<file path="config.mk">
export PLATFORM = sky130hd
export DESIGN_NAME = mandelbrot_frame_ctrl_flat
export DESIGN_NICKNAME = d
export VERILOG_FILES = /design/src/rtl/mandelbrot_pkg.sv /design/src/rtl/mandelbrot_frame_ctrl_if.sv /design/src/rtl/mandelbrot_scan_cnt.sv /design/src/rtl/mandelbrot_frame_ctrl.sv /design/src/flat_wrapper.sv
export SDC_FILE = /design/constraint.sdc
export NUM_CORES = 1
export LEC_CHECK = 0
export ABC_AREA = 1
export BUFFER_PORTS_ARGS = -buffer_cell sky130_fd_sc_hd__buf_2
export CAP_MARGIN = 20
export CORE_MARGIN = 4
export CORE_UTILIZATION = 25
export CTS_CLUSTER_DIAMETER = 50
export DETAILED_ROUTE_END_ITERATION = 12
export SLEW_MARGIN = 10
export SYNTH_ARGS = -nofsm -noshare
export SYNTH_HDL_FRONTEND = slang
export SYNTH_SLANG_ARGS = --single-unit
</file>
<file path="constraint.sdc">
create_clock -name clk -period 3.7 [get_ports clk]
set_input_delay 0.555 -clock clk [delete_from_list [all_inputs] [get_ports clk]]
set_output_delay 0.555 -clock clk [all_outputs]
set_load 0.1 [all_outputs]
</file>
<file path="src/rtl/mandelbrot_pkg.sv">
// rtl/mandelbrot_pkg.sv - shared types, default geometry and helpers for the frame controller
package mandelbrot_pkg;

   localparam int DEF_HRES   = 640;
   localparam int DEF_VRES   = 480;
   localparam int DEF_MAW    = 19;
   localparam int DEF_MDW    = 8;
   localparam int DEF_FPW    = 27;
   localparam int DEF_IW     = 10;
   localparam int DEF_MAXOUT = 8;

   typedef logic signed [DEF_FPW-1:0] coord_t;
   typedef logic [DEF_IW-1:0]         iter_t;

   typedef enum logic [1:0] {
      IDLE,
      SCAN,
      DRAIN
   } state_t;

   // smallest r with 2**r >= v; constant-evaluable for widths
   function automatic int clog2(input int v);
      int r;
      r = 0;
      while ((1 << r) < v) r++;
      return r;
   endfunction

endpackage

</file>
<file path="src/rtl/mandelbrot_frame_ctrl_if.sv">
// rtl/mandelbrot_frame_ctrl_if.sv - request/response channel between frame controller and iteration engine
interface mandelbrot_frame_ctrl_if #(
   parameter int MAW = 19,
   parameter int FPW = 27,
   parameter int IW  = 10
);
   logic                  req_vld;
   logic                  req_rdy;
   logic signed [FPW-1:0] req_cx;
   logic signed [FPW-1:0] req_cy;
   logic [MAW-1:0]        req_adr;
   logic [IW-1:0]         req_max;
   logic                  res_vld;
   logic [MAW-1:0]        res_adr;
   logic [IW-1:0]         res_cnt;

   modport master (
      output req_vld, req_cx, req_cy, req_adr, req_max,
      input  req_rdy, res_vld, res_adr, res_cnt
   );

   modport slave (
      input  req_vld, req_cx, req_cy, req_adr, req_max,
      output req_rdy, res_vld, res_adr, res_cnt
   );
endinterface

</file>
<file path="src/rtl/mandelbrot_scan_cnt.sv">
// rtl/mandelbrot_scan_cnt.sv - raster pixel counters and complex coordinate accumulators
module mandelbrot_scan_cnt
   import mandelbrot_pkg::*;
#(
   parameter int HRES = DEF_HRES,
   parameter int VRES = DEF_VRES,
   parameter int MAW  = DEF_MAW,
   parameter int FPW  = DEF_FPW
) (
   input  logic                  clk,
   input  logic                  clk_en,
   input  logic                  rst,
   input  logic                  load,
   input  logic                  advance,
   input  logic signed [FPW-1:0] x0,
   input  logic signed [FPW-1:0] y0,
   input  logic signed [FPW-1:0] step,
   output logic signed [FPW-1:0] cx,
   output logic signed [FPW-1:0] cy,
   output logic [MAW-1:0]        adr,
   output logic                  last_pixel
);
   localparam int PXW = clog2(HRES + 1);
   localparam int PYW = clog2(VRES + 1);

   logic [PXW-1:0] px;
   logic [PYW-1:0] py;
   logic           row_end;

   assign row_end    = (px == PXW'(HRES - 1));
   assign last_pixel = row_end && (py == PYW'(VRES - 1));

   // load restarts at the top-left corner; advance steps one pixel in raster order
   always_ff @(posedge clk) begin
      if (rst) begin
         px  <= '0;
         py  <= '0;
         adr <= '0;
         cx  <= '0;
         cy  <= '0;
      end else if (clk_en) begin
         if (load) begin
            px  <= '0;
            py  <= '0;
            adr <= '0;
            cx  <= x0;
            cy  <= y0;
         end else if (advance) begin
            adr <= adr + MAW'(1);
            if (row_end) begin
               px <= '0;
               py <= py + PYW'(1);
               cx <= x0;
               cy <= cy - step;
            end else begin
               px <= px + PXW'(1);
               cx <= cx + step;
            end
         end
      end
   end
endmodule

</file>
<file path="src/rtl/mandelbrot_frame_ctrl.sv">
// rtl/mandelbrot_frame_ctrl.sv - frame render controller; MANDELBROT_AUTO_RESTART_EN selects continuous re-render
module mandelbrot_frame_ctrl
   import mandelbrot_pkg::*;
#(
   parameter int HRES   = DEF_HRES,
   parameter int VRES   = DEF_VRES,
   parameter int MAW    = DEF_MAW,
   parameter int MDW    = DEF_MDW,
   parameter int FPW    = DEF_FPW,
   parameter int IW     = DEF_IW,
   parameter int MAXOUT = DEF_MAXOUT
) (
   input  logic                   clk,
   input  logic                   clk_en,
   input  logic                   rst,
   input  logic                   start,
   input  logic signed [FPW-1:0]  x0,
   input  logic signed [FPW-1:0]  y0,
   input  logic signed [FPW-1:0]  step,
   input  logic [IW-1:0]          max_iter,
   output logic                   busy,
   output logic                   done,
   mandelbrot_frame_ctrl_if.master eng,
   output logic                   vram_we,
   output logic [MAW-1:0]         vram_adr_w,
   output logic [MDW-1:0]         vram_dat_w
);
   localparam int OW = clog2(MAXOUT) + 1;

   state_t                state, state_nxt;
   logic                  load, req_vld, xfer, res_ok, last_pixel;
   logic [OW-1:0]         outst;
   logic signed [FPW-1:0] x0_l, y0_l, step_l, x0_s, y0_s, step_s, cx, cy;
   logic [IW-1:0]         max_l;
   logic [MAW-1:0]        adr;
   logic [MDW-1:0]        cnt_lo, dat_map;

   // in IDLE the scanner loads straight from the ports; afterwards it runs from the latched frame setup
   assign x0_s   = (state == IDLE) ? x0   : x0_l;
   assign y0_s   = (state == IDLE) ? y0   : y0_l;
   assign step_s = (state == IDLE) ? step : step_l;

   assign xfer   = req_vld && eng.req_rdy;
   assign res_ok = eng.res_vld && (state != IDLE);
   assign busy   = (state != IDLE);

   assign eng.req_vld = req_vld;
   assign eng.req_cx  = cx;
   assign eng.req_cy  = cy;
   assign eng.req_adr = adr;
   assign eng.req_max = max_l;

   mandelbrot_scan_cnt #(
      .HRES (HRES),
      .VRES (VRES),
      .MAW  (MAW),
      .FPW  (FPW)
   ) u_scan (
      .clk        (clk),
      .clk_en     (clk_en),
      .rst        (rst),
      .load       (load),
      .advance    (xfer),
      .x0         (x0_s),
      .y0         (y0_s),
      .step       (step_s),
      .cx         (cx),
      .cy         (cy),
      .adr        (adr),
      .last_pixel (last_pixel)
   );

   // state register
   always_ff @(posedge clk) begin
      if (rst)         state <= IDLE;
      else if (clk_en) state <= state_nxt;
   end

   // next state, scanner load, request valid and frame-done pulse
   always_comb begin
      state_nxt = state;
      load      = 1'b0;
      done      = 1'b0;
      req_vld   = 1'b0;
      case (state)
         IDLE: begin
            if (start) begin
               load      = 1'b1;
               state_nxt = SCAN;
            end
         end
         SCAN: begin
            req_vld = (outst < OW'(MAXOUT));
            if (xfer && last_pixel) state_nxt = DRAIN;
         end
         DRAIN: begin
            if (outst == '0) begin
               done = 1'b1;
`ifdef MANDELBROT_AUTO_RESTART_EN
               load      = 1'b1;
               state_nxt = SCAN;
`else
               state_nxt = IDLE;
`endif
            end
         end
         default: state_nxt = IDLE;
      endcase
   end

   // frame setup is captured only by an accepted start
   always_ff @(posedge clk) begin
      if (rst) begin
         x0_l   <= '0;
         y0_l   <= '0;
         step_l <= '0;
         max_l  <= '0;
      end else if (clk_en && (state == IDLE) && start) begin
         x0_l   <= x0;
         y0_l   <= y0;
         step_l <= step;
         max_l  <= max_iter;
      end
   end

   // in-flight request count; a simultaneous issue and return cancel out
   always_ff @(posedge clk) begin
      if (rst) begin
         outst <= '0;
      end else if (clk_en) begin
         case ({xfer, res_ok})
            2'b10:   outst <= outst + OW'(1);
            2'b01:   outst <= outst - OW'(1);
            default: outst <= outst;
         endcase
      end
   end

   // points that reach the limit are in the set (index 0); a count wrapping to 0 is shown as 1
   always_comb begin
      cnt_lo  = eng.res_cnt[MDW-1:0];
      dat_map = cnt_lo;
      if (eng.res_cnt >= max_l)  dat_map = '0;
      else if (cnt_lo == '0)     dat_map = MDW'(1);
   end

   // one-cycle response to VRAM write; the tag is the pixel address so order does not matter
   always_ff @(posedge clk) begin
      if (rst) begin
         vram_we    <= 1'b0;
         vram_adr_w <= '0;
         vram_dat_w <= '0;
      end else if (clk_en) begin
         vram_we <= res_ok;
         if (res_ok) begin
            vram_adr_w <= eng.res_adr;
            vram_dat_w <= dat_map;
         end
      end
   end
endmodule

</file>
<file path="src/flat_wrapper.sv">
// flat-port wrapper written by rule: the top's interface ports become plain ports
module mandelbrot_frame_ctrl_flat import mandelbrot_pkg::*;
#(
   parameter int HRES   = DEF_HRES,
   parameter int VRES   = DEF_VRES,
   parameter int MAW    = DEF_MAW,
   parameter int MDW    = DEF_MDW,
   parameter int FPW    = DEF_FPW,
   parameter int IW     = DEF_IW,
   parameter int MAXOUT = DEF_MAXOUT
)
  (clk, clk_en, rst, start, x0, y0, step, max_iter, busy, done, vram_we, vram_adr_w, vram_dat_w, eng_req_vld, eng_req_cx, eng_req_cy, eng_req_adr, eng_req_max, eng_req_rdy, eng_res_vld, eng_res_adr, eng_res_cnt);
  mandelbrot_frame_ctrl_if #(.MAW(MAW), .FPW(FPW), .IW(IW)) eng_i ();
  input  logic clk;
  input  logic clk_en;
  input  logic rst;
  input  logic start;
  input  logic signed [FPW-1:0] x0;
  input  logic signed [FPW-1:0] y0;
  input  logic signed [FPW-1:0] step;
  input  logic [IW-1:0] max_iter;
  output logic busy;
  output logic done;
  output logic vram_we;
  output logic [MAW-1:0] vram_adr_w;
  output logic [MDW-1:0] vram_dat_w;
  output wire logic [$bits(eng_i.req_vld)-1:0] eng_req_vld;
  output wire logic [$bits(eng_i.req_cx)-1:0] eng_req_cx;
  output wire logic [$bits(eng_i.req_cy)-1:0] eng_req_cy;
  output wire logic [$bits(eng_i.req_adr)-1:0] eng_req_adr;
  output wire logic [$bits(eng_i.req_max)-1:0] eng_req_max;
  input wire logic [$bits(eng_i.req_rdy)-1:0] eng_req_rdy;
  input wire logic [$bits(eng_i.res_vld)-1:0] eng_res_vld;
  input wire logic [$bits(eng_i.res_adr)-1:0] eng_res_adr;
  input wire logic [$bits(eng_i.res_cnt)-1:0] eng_res_cnt;
  assign eng_req_vld = eng_i.req_vld;
  assign eng_req_cx = eng_i.req_cx;
  assign eng_req_cy = eng_i.req_cy;
  assign eng_req_adr = eng_i.req_adr;
  assign eng_req_max = eng_i.req_max;
  assign eng_i.req_rdy = eng_req_rdy;
  assign eng_i.res_vld = eng_res_vld;
  assign eng_i.res_adr = eng_res_adr;
  assign eng_i.res_cnt = eng_res_cnt;
  mandelbrot_frame_ctrl #(.HRES(HRES), .VRES(VRES), .MAW(MAW), .MDW(MDW), .FPW(FPW), .IW(IW), .MAXOUT(MAXOUT)) u_core (.clk(clk), .clk_en(clk_en), .rst(rst), .start(start), .x0(x0), .y0(y0), .step(step), .max_iter(max_iter), .busy(busy), .done(done), .eng(eng_i), .vram_we(vram_we), .vram_adr_w(vram_adr_w), .vram_dat_w(vram_dat_w));
endmodule
</file>
# Yosys cells after proc, flatten, opt, wreduce, memory -nomap -nowiden
# Index checks and enable logic that the tools add are counted.
[op_classes] order_cmp=2 n_reduce_logical=18 mux=29 n_eq_ne=9 add_sub_neg=7
[ops] operator="2-to-1 mux 27 bit" count=9
[ops] operator="2-to-1 mux 19 bit" count=2
[ops] operator="2-to-1 mux 10 bit" count=3
[ops] operator="adder 27 bit" count=1
[ops] operator="2-to-1 mux 9 bit" count=3
[ops] operator="subtractor 27 bit" count=1
[ops] operator="adder 19 x 1 -> 19 bit, second input constant" count=1
[ops] operator="2-to-1 mux 8 bit" count=2
[ops] operator="adder 10 x 1 -> 10 bit, second input constant" count=1
[ops] operator="equality test 10 bit, second input constant" count=1
[ops] operator=">= comparator 10 bit" count=1
[ops] operator="adder 9 x 1 -> 9 bit, second input constant" count=1
[ops] operator="equality test 9 bit, second input constant" count=1
[ops] operator="logical NOT 8 bit" count=1
[ops] operator="one-hot mux 4 bit (2 select lines)" count=1
[ops] operator="nonzero test 2 bit" count=4
[ops] operator="logical AND 1 bit" count=6
[ops] operator="2-to-1 mux 2 bit" count=3
[ops] operator="one-hot mux 2 bit (3 select lines)" count=1
[ops] operator="AND reduction 2 bit" count=3
[ops] operator="2-to-1 mux 1 bit" count=5
[ops] operator="adder 4 x 1 -> 4 bit, second input constant" count=1
[ops] operator="equality test 2 x 1 -> 1 bit, second input constant" count=2
[ops] operator="equality test 2 bit, second input constant" count=2
[ops] operator="8 further kinds" count=9
[totals] register_bits=217 input_bits=126 word_cells=79

# Longest topological paths before layout
[logic_depth] depth_word=6 mapped_depth=21 depth_no_buf=18

# Modules after synthesis
# From an unflattened synthesis, not the netlist that was laid out.
[hier_totals] cells_unflattened=2098 hier_area_um2=13390.3
[by_module_without_submodules] module="mandelbrot_scan_cnt" area_each_um2=7673.6 instances=1 cells_per_inst=1291
[by_module_without_submodules] module="mandelbrot_frame_ctrl" area_each_um2=5716.7 instances=1 cells_per_inst=807

# Least setup slack after synthesis
# No wires, ideal clock.
[synth_timing] path_kind="reg-to-output" start="reg u_core.outst[0]" end="out done" stages_incl_launch_ff=4 arrival_ns=2.542 required_time_ns=3.145 slack_ns=0.603 cell_sequence="dfxtp_1 inv_1 nand3_1 nor3_1"
[synth_via] elab_chain_len=3
[synth_rtl] element="from (decl)" line="mandelbrot_frame_ctrl.sv:32" rtl="logic [OW-1:0] outst;"
[synth_rtl] element="from (signal assigned)" line="mandelbrot_frame_ctrl.sv:132" rtl="2'b10: outst <= outst + OW'(1);"
[synth_rtl] element="from (signal assigned)" line="mandelbrot_frame_ctrl.sv:133" rtl="2'b01: outst <= outst - OW'(1);"
[synth_rtl] element="from (signal assigned)" line="mandelbrot_frame_ctrl.sv:134" rtl="default: outst <= outst;"
[synth_rtl] element="logical NOT 4 bit" line="mandelbrot_frame_ctrl.sv:97" rtl="if (outst == '0) begin"
[synth_rtl] element="2-to-1 mux 1 bit" line="mandelbrot_frame_ctrl.sv:97"
[synth_rtl] element="2-to-1 mux 1 bit" line="mandelbrot_frame_ctrl.sv:85" rtl="case (state)"
[synth_rtl] element="to (decl)" line="flat_wrapper.sv:23" rtl="output logic done;"
# No other way between the ends.

# Worst setup path after layout
[layout_timing] start="reg u_core.state[0]" end="out busy"
[layout_via] elab_chain_len=1
[layout_rtl] element="from (decl)" line="mandelbrot_frame_ctrl.sv:30" rtl="state_t state, state_nxt;"
[layout_rtl] element="from (signal assigned)" line="mandelbrot_frame_ctrl.sv:76" rtl="else if (clk_en) state <= state_nxt;"
[layout_rtl] element="nonzero test 2 bit" line="mandelbrot_frame_ctrl.sv:45" rtl="assign busy = (state != IDLE);"
[layout_rtl] element="to (decl)" line="flat_wrapper.sv:22" rtl="output logic busy;"
# No other way between the ends.

==> out/summary.txt <==
Max Slew Vio Count = 0
Synth Register Bits = 190
Post-Synthesis Cells = 1976
Clk buf depth = 2
R2r startpoint = u_core.state[0]
Initial antenna violation count = 3
Outcome = completed
Post-CTS Setup Bufs = 0
Top FF cell, synth = dfxtp_1
Die area = 53300 um2
Detail Route Antenna Nets = 0
DRC errors left = 0
Setup TNS = 0 ns
Top cells by area, synth = dfxtp_1 (31%), nand2_1 (16%), a21oi_1 (8.1%)
Yosys warns = 0
Hold Path Sink = u_core.eng.req_max[0]
CP most frequent cell = buf_4
Fin. Hold Viols = 0
Critical Path Source = u_core.state[0]
Clock root buffer = clkbuf_16
Buffers on Ports = 239
Worst skew pair latency = 0.47 ns
Routed len/inst = 16.3 um
Skew final = 0.0143 ns
Area of the multi-input gates = 7300 um2
Worst Max-Slew Pin Slew = 1.01 ns
Cell Chain, Critical Path = nor2_4 -> buf_4 -> buf_4 -> inv_1 -> buf_2
Setup ws final = 0.344 ns
Switching share of power = 39.8%
Global-route wire length before repair = 70.2 mm
Synthesized Nets = 2177
Final Setup Violations = 0
DR iter-0 viols = 862
Worst vdd ir = 0.000357 V
Comb pwr share = 30.8%
Setup CP Type = flip-flop to output pin
Core area = 49100 um2
Internal = 3680 uW
Seq pwr share = 36.5%
Relative slew slack = 32.9%
Sink Count = 190
Reg clk slew, reported paths = 0.08 ns
Gr usage total = 16.9%
Synth Area per Inst = 6.29 um2
Num CTS Buffers = 17
FILL cells = 5511
R2R depth = 16
Largest net degree at the start of global routing = 113
Layout Nets = 2376
Die X-Extent = 231 um
Minimum clock period = 3.36 ns
Detailed-route via count = 13.1k
PD cells = 410 nW/um2
CTS Hold Buffers Added = 0
Seq/Total Area, Yosys = 30.6%
First-pass DRT Iterations = 6
Max FO, Critical Path = 36
Share of cells above drive strength 1 = 14.9%
Post-DR vias/cell = 4.60
Async S/R FF share, synth = 0%
Resized Gates After CTS = 0
Hold Path Depth = 3
Cell taking the most area after synthesis = dfxtp_1
Initial core utilization = 25.3%
Register-to-register setup slack = 0.47 ns
P&R area growth vs syn = 19.9%
Top-area cell type share of the netlist area = 30.6%
DP HPWL = 37.1 mm
Clk pwr share = 32.7%
CTS tree = done
Critical Path RT = 3.14 ns
Distinct cells, synth = 42
Switching power = 2430 uW
Min-delay worst type = input port to flip-flop
Leakage = 0.00723 uW
Register area = 3800 um2
Worst r2r dst = u_core.u_scan.cy[24]
FMAX = 298 MHz
Slowest cell on crit path = nor2_4
Post-synthesis cell area = 12400 um2
Place WS = 0.550 ns
Critical Path AT = 2.80 ns
Slowest cell delay on critical path = 0.50 ns
Post-Route WL = 46.4 mm
Min-delay src = max_iter[0]
Num rows = 81
Total grt overflow = 0
Die Ht = 231 um
Max-Cap Viols = 0
Crit share post-route = 90.7%
Startpoint Class = flip-flop
H-tree depth = 4
Number of global-route vias before repair = 12.2k
Critical Path End Type = output pin
Number of enable flip-flop cells after synthesis = 0
RSZ-0062 raised after global routing = no
I/O Pins = 240
Final GP Congestion = 1.01
-- synth_stat cells, drive strengths merged (3+ instances only) --
| master | n |
|---|---|
| nand2 | 553 |
| nor2 | 180 |
| a21o | 5 |
| a31oi | 18 |
| o21ai | 176 |
| o211ai | 11 |
| dfxtp | 190 |
| fa | 3 |
| nor3 | 28 |
| xnor2 | 9 |
| ha | 72 |
| a211oi | 5 |
| a21oi | 200 |
| buf | 24 |
| inv | 271 |
| nand4 | 29 |
| o21bai | 3 |
| nor3b | 4 |
| clkbuf | 50 |
| and2 | 3 |
| xor2 | 22 |
| nand3 | 103 |
| nand3b | 5 |
-- cell type report --
type                       count  share of cell area, %
multi-input combinational   1439                   49.0
sequential                   190                   25.5
timing repair buffer         254                   8.87
inverter                     273                   6.90
tap                          664                   5.58
clock buffer                  18                   2.95
clock inverter                14                   1.18
antenna                        1                 0.0168
-- through the flow --
step           std cells  power (uW)  area (um2)  hold WS, ns  utilization (%)
6_report            2853        6110       14900        0.318             30.4
5_1_grt             2853        6430       14900        0.328             30.4
4_1_cts             2852        6150       14900        0.292             30.4
3_5_place_dp        2820        4150       14300        0.438             29.1
3_3_place_gp        2820        4150       14300        0.435             29.1
2_1_floorplan       1976        3620       12400        0.422                -
-- metal layers --
metal | GRT usage, % | wire length (um)
met1 | 21.2 | 20200
met2 | 28.3 | 22000
met3 | 3.01 | 2260
met4 | 7.46 | 1990
met5 | 0 | 7
-- critical path, delay by kind of cell, from the launching register on --
kind	cells	cell delay, ns
and+or+nand+nor	1	0.50
DFF	1	0.36
buffers and inverters	4	1.44
-- worst max-delay path by stage --
stage	end	slack (ns)
2_1_floorplan	done	0.60
3_3_place_gp	u_core.u_scan.cy[24]	0.52
3_5_place_dp	u_core.u_scan.cy[24]	0.55
4_1_cts	busy	0.30
5_1_grt	u_core.u_scan.cy[24]	0.09
6_report	busy	0.34
-- cells by family after synthesis --
family                     share of synthesized area (%)
DFF                                                 30.6
buffers and inverters                               10.8
AOI/OAI and AO/OA                                   17.8
muxes                                              0.161
adders and majority gates                           7.73
xor gates and xnor gates                            2.18
and+or+nand+nor                                     30.7
-- sequential cells by signal, summed over array words and instances, names as in the netlist --
signal              flops
u_core.eng.req_max     10
u_core.outst            4
u_core.state            2
u_core.step_l          27
u_core.u_scan.adr      19
u_core.u_scan.cx       27
u_core.u_scan.cy       27
u_core.u_scan.px       10
u_core.u_scan.py        9
u_core.vram_adr_w      19
u_core.vram_dat_w       8
u_core.vram_we          1
u_core.x0_l            27
-- power by group through the flow --
| stage | logic [uW] | clock network, uW | registers, uW |
|---|---|---|---|
| global route | 2070 | 2120 | 2240 |
| global placement | 1870 | 0 | 2280 |
| floorplan | 967 | 0 | 2650 |
| detailed placement | 1870 | 0 | 2280 |
| finish | 1880 | 2000 | 2230 |
| CTS | 1880 | 2040 | 2230 |
-- placed cells by master (no fill, tap or decap), types with 3 or more instances in the layout --
master	Yosys	routed
inv_8	0	3
o21ai_1	5	5
nand4_1	29	29
o21bai_1	3	3
nor3_1	27	27
xor2_1	22	22
o21ai_0	171	171
inv_6	0	4
nor2_1	166	164
dfxtp_1	190	190
nand3_1	103	103
nand2_1	545	544
xnor2_1	9	9
ha_1	72	72
a211oi_1	3	3
nor2_2	10	10
nand3b_1	5	5
nand2_4	3	3
nand2_2	5	6
clkbuf_16	0	17
a21oi_1	200	200
buf_4	4	14
nor2_4	3	5
a21o_1	5	5
fa_1	3	3
o211ai_1	11	11
and2_1	3	3
buf_2	9	239
nor3b_1	4	4
inv_2	6	6
inv_1	264	264
a31oi_1	18	18
Note: power is estimated with default switching activity, not from simulation.
